## src/rtl/pc_fetch_unit_pkg.sv

```systemverilog
// Shared types and constants for the multi-cycle core's fetch stage.
// Holds the fetch state enum, sticky error codes and the default boot address.
package mips_fetch_pkg;

  typedef enum logic [1:0] {
    ST_BOOT  = 2'd0,
    ST_FETCH = 2'd1,
    ST_VALID = 2'd2,
    ST_ERROR = 2'd3
  } fetch_state_t;

  localparam logic [1:0] ERR_NONE     = 2'b00;
  localparam logic [1:0] ERR_MISALIGN = 2'b01;
  localparam logic [1:0] ERR_TIMEOUT  = 2'b10;

  localparam logic [31:0] DEFAULT_RESET_PC = 32'h0000_3000;

  // Word-aligned targets are the only legal ones; callers pass just the low bits.
  function automatic logic is_word_aligned(input logic [1:0] addr_lo);
    return addr_lo == 2'b00;
  endfunction

endpackage

```

## src/rtl/pc_fetch_unit_if.sv

```systemverilog
// Instruction-memory port between the fetch unit (master) and the memory (slave).
interface pc_fetch_unit_if;

  // Handshake: imem_req is the valid; imem_addr is held stable while imem_req is
  // high. imem_ack is a one-cycle response that completes the request in the
  // cycle it is sampled, with imem_rdata valid alongside it. A request may be
  // dropped without an ack only by reset; the memory must tolerate that.
  logic        imem_req;
  logic [31:0] imem_addr;
  logic        imem_ack;
  logic [31:0] imem_rdata;

  modport master (
    output imem_req,
    output imem_addr,
    input  imem_ack,
    input  imem_rdata
  );

  modport slave (
    input  imem_req,
    input  imem_addr,
    output imem_ack,
    output imem_rdata
  );

endinterface

```

## src/rtl/pc_fetch_unit.sv

```systemverilog
// Architectural PC holder and instruction fetcher for the multi-cycle core.
// Fetches the word at pc, holds it for decode, commits next_pc on retire.
module pc_fetch_unit
  import mips_fetch_pkg::*;
#(
  parameter logic [31:0] RESET_PC = DEFAULT_RESET_PC,
  parameter int          TIMEOUT  = 16
) (
  input  logic                   clk,
  input  logic                   reset,
  input  logic [31:0]            next_pc,
  input  logic                   pc_load,
  pc_fetch_unit_if.master        imem,
  output logic [31:0]            pc,
  output logic [31:0]            instr,
  output logic                   instr_valid,
  output logic [1:0]             err_code,
  output logic [31:0]            retire_count,
  output fetch_state_t           dbg_state
);

  localparam logic [15:0] TIMER_LAST = 16'(TIMEOUT - 1);

  fetch_state_t state;
  logic [31:0]  pc_q;
  logic [31:0]  instr_q;
  logic [1:0]   err_q;
  logic [31:0]  retire_q;
  logic [15:0]  timer_q;
  logic         req_q;
  logic         valid_q;

  // req/valid are flops set alongside the state so they drop straight on reset.
  always_ff @(posedge clk or posedge reset) begin
    if (reset) begin
      state    <= ST_BOOT;
      pc_q     <= RESET_PC;
      instr_q  <= '0;
      err_q    <= ERR_NONE;
      retire_q <= '0;
      timer_q  <= '0;
      req_q    <= 1'b0;
      valid_q  <= 1'b0;
    end else begin
      case (state)
        ST_BOOT: begin
          state <= ST_FETCH;
          req_q <= 1'b1;
        end
        ST_FETCH: begin
          // An ack on the last allowed cycle still completes the fetch.
          if (imem.imem_ack) begin
            instr_q <= imem.imem_rdata;
            timer_q <= '0;
            state   <= ST_VALID;
            req_q   <= 1'b0;
            valid_q <= 1'b1;
          end else if (timer_q == TIMER_LAST) begin
            err_q <= ERR_TIMEOUT;
            state <= ST_ERROR;
            req_q <= 1'b0;
          end else begin
            timer_q <= timer_q + 16'd1;
          end
        end
        ST_VALID: begin
          if (pc_load) begin
            retire_q <= retire_q + 32'd1;
            pc_q     <= next_pc;
            valid_q  <= 1'b0;
            // A bad target is still committed so it can be inspected.
            if (is_word_aligned(next_pc[1:0])) begin
              state <= ST_FETCH;
              req_q <= 1'b1;
            end else begin
              err_q <= ERR_MISALIGN;
              state <= ST_ERROR;
            end
          end
        end
        ST_ERROR: begin
          state <= ST_ERROR;
        end
        default: begin
          state   <= ST_ERROR;
          req_q   <= 1'b0;
          valid_q <= 1'b0;
        end
      endcase
    end
  end

  assign imem.imem_req  = req_q;
  assign imem.imem_addr = pc_q;
  assign pc             = pc_q;
  assign instr          = instr_q;
  assign instr_valid    = valid_q;
  assign err_code       = err_q;
  assign retire_count   = retire_q;
  assign dbg_state      = state;

  a_req_valid_exclusive: assert property (@(posedge clk) disable iff (reset)
    !(req_q && valid_q));
  a_addr_stable_until_ack: assert property (@(posedge clk) disable iff (reset)
    (req_q && !imem.imem_ack) |=> $stable(pc_q));
  a_error_is_sticky: assert property (@(posedge clk) disable iff (reset)
    (state == ST_ERROR) |=> (state == ST_ERROR) && $stable(err_q) && $stable(pc_q));

endmodule

```

## src/flat_wrapper.sv

```systemverilog
// flat-port wrapper written by rule: the top's interface ports become plain ports
module pc_fetch_unit_flat import mips_fetch_pkg::*;
#(
  parameter logic [31:0] RESET_PC = DEFAULT_RESET_PC,
  parameter int          TIMEOUT  = 16
)
  (clk, reset, next_pc, pc_load, pc, instr, instr_valid, err_code, retire_count, dbg_state, imem_imem_req, imem_imem_addr, imem_imem_ack, imem_imem_rdata);
  pc_fetch_unit_if imem_i ();
  input  logic clk;
  input  logic reset;
  input  logic [31:0] next_pc;
  input  logic pc_load;
  output logic [31:0] pc;
  output logic [31:0] instr;
  output logic instr_valid;
  output logic [1:0] err_code;
  output logic [31:0] retire_count;
  output fetch_state_t dbg_state;
  output wire logic [$bits(imem_i.imem_req)-1:0] imem_imem_req;
  output wire logic [$bits(imem_i.imem_addr)-1:0] imem_imem_addr;
  input wire logic [$bits(imem_i.imem_ack)-1:0] imem_imem_ack;
  input wire logic [$bits(imem_i.imem_rdata)-1:0] imem_imem_rdata;
  assign imem_imem_req = imem_i.imem_req;
  assign imem_imem_addr = imem_i.imem_addr;
  assign imem_i.imem_ack = imem_imem_ack;
  assign imem_i.imem_rdata = imem_imem_rdata;
  pc_fetch_unit #(.RESET_PC(RESET_PC), .TIMEOUT(TIMEOUT)) u_core (.clk(clk), .reset(reset), .next_pc(next_pc), .pc_load(pc_load), .imem(imem_i), .pc(pc), .instr(instr), .instr_valid(instr_valid), .err_code(err_code), .retire_count(retire_count), .dbg_state(dbg_state));
endmodule
```

## config.mk

```make
export PLATFORM = sky130hd
export DESIGN_NAME = pc_fetch_unit_flat
export DESIGN_NICKNAME = d
export VERILOG_FILES = /design/src/rtl/pc_fetch_unit_pkg.sv /design/src/rtl/pc_fetch_unit_if.sv /design/src/rtl/pc_fetch_unit.sv /design/src/flat_wrapper.sv
export SDC_FILE = /design/constraint.sdc
export NUM_CORES = 1
export LEC_CHECK = 0
export CAP_MARGIN = 25
export CORE_UTILIZATION = 48
export CTS_CLUSTER_SIZE = 30
export DETAILED_ROUTE_END_ITERATION = 16
export HOLD_SLACK_MARGIN = 0.15
export PLACE_DENSITY = 0.86
export SYNTH_ARGS = -nofsm -noshare
export SYNTH_HDL_FRONTEND = slang
export SYNTH_SLANG_ARGS = --single-unit
```

## constraint.sdc

```tcl
create_clock -name clk -period 9.92 [get_ports clk]
set_clock_uncertainty 0.2 [all_clocks]
set_input_delay 1.488 -clock clk [delete_from_list [all_inputs] [get_ports clk]]
set_output_delay 1.488 -clock clk [all_outputs]
set_load 0.02 [all_outputs]
```

==> results_dict.tcl <==
set metrics [dict create \
    clk_latency_ps 510 \
    io_pins 202 \
    clock_sinks 118 \
    crit_type "input port to flop" \
    grt-ovfl-total 0 \
    cts_resized 0 \
    vias_per_cell 5.27 \
    drv_slew 0 \
    post-cts-setup-buffers 0 \
    cts_buffers 17 \
    die_h_microns 107 \
    synth_area_sq_um 5300 \
    syn_nets 559 \
    antenna_cells 0 \
    p_total_mw 1.87 \
    fin_nets 731 \
    finalWirelength_mm 13.0 \
    fp.dieW_microns 107 \
    worst_pin_slew_ps 936 \
    htree_levels 4 \
    stdcell_area_sq_um 7860 \
    slew_headroom_pct 37.6 \
    period_minus_slack_ps 3540 \
    hold_path_class "flop to flop" \
    setup_viol 0 \
    setup_ws_ps 6380 \
    clkTransAtPathRegs_ps 60 \
    hold_violations 0 \
    portBuffers 201 \
    synth_edf_count 0 \
    placed_cells 782 \
    cp-end-kind "flop" \
    arrival_ps 3770 \
    ys.flop_type "dfrtp_1" \
    hpwl_mm 9.15 \
    crit_required_ps 10160 \
    yosys.cell_types.count 43 \
    drc 0 \
    area_growth_pct 48.2 \
    ys_warn_count 0 \
    max_stage_delay_ps 710 \
    path_cells "clkdlybuf4s50_1, nand3b_4, or3_1, nor4_1, xor2_1" \
    drive_gt1_share_pct 12.3 \
    num_rows 38 \
    leakagePower_nw 3.52 \
    synth_top_cells_by_count "dfrtp_1 (116), nand2_1 (112), mux2_2 (34)" \
    track_usage_pct 23.6 \
    die_area_sq_um 11500 \
    ant_nets 0 \
    first_global_vias 4270 \
    clockBufferDepth 2 \
    finalSetupTns_ps 0 \
    rsz0062_at_grt "false" \
    grt_max_degree 76 \
    syn_area_per_cell_sq_um 10.8 \
    cp-start-kind "input port" \
    drv_cap 0 \
    cts-root-buf "clkbuf_8" \
    placed_area_sq_um 7190 \
    fmax_mhz 283 \
    synthCells 489 \
    cts_tree "yes" \
    hold_ws_ps 275 \
    synth_top_area_share_pct 54.7 \
    async_flop_share_pct 100 \
    synth_top_area_cell "dfrtp_1" \
    cp_max_fo 41 \
    antenna_found_initial 0 \
    gp_congestion 0.804 \
    stdcell_count 814 \
    synth.most_common_cell "dfrtp_1" \
    ys_seq_elements 118 \
    pre_cts_ws_ps 5850 \
    fin_util_pct 72.8 \
    slowest_stage "or3_1" \
    dr_total_vias 4287 \
    hold_buffers 0 \
    synth_area_leaders "dfrtp_1 (55%), nand2_1 (7.9%), mux2_2 (7.2%), buf_4 (4.5%), xor2_1 (3.3%)" \
    ir_drop_mv 0.136 \
    fin_crit_sh_pct 35.7 \
    start_util_pct 49.1 \
    firstDrtPassIters 4 \
    power_density_nw_per_um2 238 \
    fp.coreArea_sq_um 10800 \
    grt_pass1_wl_mm 21.0 \
    yosysSeqAreaShare_pct 55.7 \
    wl_per_cell_microns 16.0 \
    status "completed" \
    drt_iter0_markers 158 \
]
[final cells by class]
| class | count | area (sq um) |
|---|---|---|
| timing repair buffer | 204 | 2030 |
| clock buffer | 25 | 504 |
| fill | 774 | 2930 |
| sequential | 118 | 2960 |
| clock inverter | 7 | 163 |
| inverter | 7 | 28.8 |
| tap | 140 | 175 |
| multi-input combinational | 313 | 2000 |
[worst paths after layout]
kind                                       endpoint  depth (start not counted)                 from  slack (ps)
setup / recovery            u_core.retire_count[13]                          5              pc_load        6380
max in group asynchronous  u_core.imem.imem_addr[3]                          3                reset        6960
hold reg to reg                     u_core.instr[3]                          2      u_core.instr[3]         270
min in group asynchronous           u_core.instr[1]                          2                reset        1200
setup reg to reg            u_core.retire_count[13]                          4  u_core.dbg_state[0]        7320
hold / removal                      u_core.instr[3]                          2      u_core.instr[3]         270
[flip-flops by register name (all words and copies together) (netlist names)]
name / flops
u_core.err_code: 2
u_core.instr_valid: 1
u_core.instr: 32
u_core.retire_count: 32
u_core.imem.imem_addr: 32
u_core.imem.imem_req: 1
u_core.dbg_state: 2
u_core.timer_q: 16
[cells by family (layout without fill, tap and decap cells)]
kind of cell	after synthesis	count (layout)	share of synthesized area, %
compound gates	18	18	2.08
xor+xnor	39	39	6.44
fa+ha+maj	2	2	0.472
buf+inv	58	243	6.56
flops	118	118	55.7
mux	34	34	7.22
simple gates	220	220	21.5
[per-layer routing]
| metal | vias up | routed length [microns] | global-route usage, % |
|---|---|---|---|
| met1 | 2111 | 5180 | 28.1 |
| li1 | 1972 | - | - |
| met2 | 187 | 6560 | 39.7 |
| met3 | 17 | 1050 | 7.60 |
| met4 | 0 | 230 | 9.30 |
| met5 | - | 0 | 0 |
[cells in the final DEF, fill, tap and decap left out, drive strengths merged, types with 4 or more instances in the layout]
cell           Yosys  routed
nand3             18      18
a21oi              4       4
nand4             14      14
nand2            112     112
clkdlybuf4s50      0     201
clkbuf            16      25
xnor2             19      19
nor4              16      16
and4               4       4
o21ai              7       7
nor2              17      17
bufinv             0       5
and3               4       4
dfrtp            116     116
mux2              34      34
or3                4       4
nor3              11      11
xor2              20      20
inv                7       7
[power by group]
| group | switching [mW] | internal [mW] | leakage, nW | total (mW) |
|---|---|---|---|---|
| Clock | 0.205 | 0.473 | 0.325 | 0.678 |
| Combinational | 0.262 | 0.281 | 1.68 | 0.542 |
| Sequential | 0.0750 | 0.579 | 1.52 | 0.654 |
| Total | 0.541 | 1.33 | 3.52 | 1.87 |
[worst max-delay path: cells and delay by family]
family                 cells  cell delay (ps)
AND/OR/NAND/NOR            3             1530
buffers and inverters      1              560
XOR/XNOR                   1              170
(Power assumes the default switching activity.)
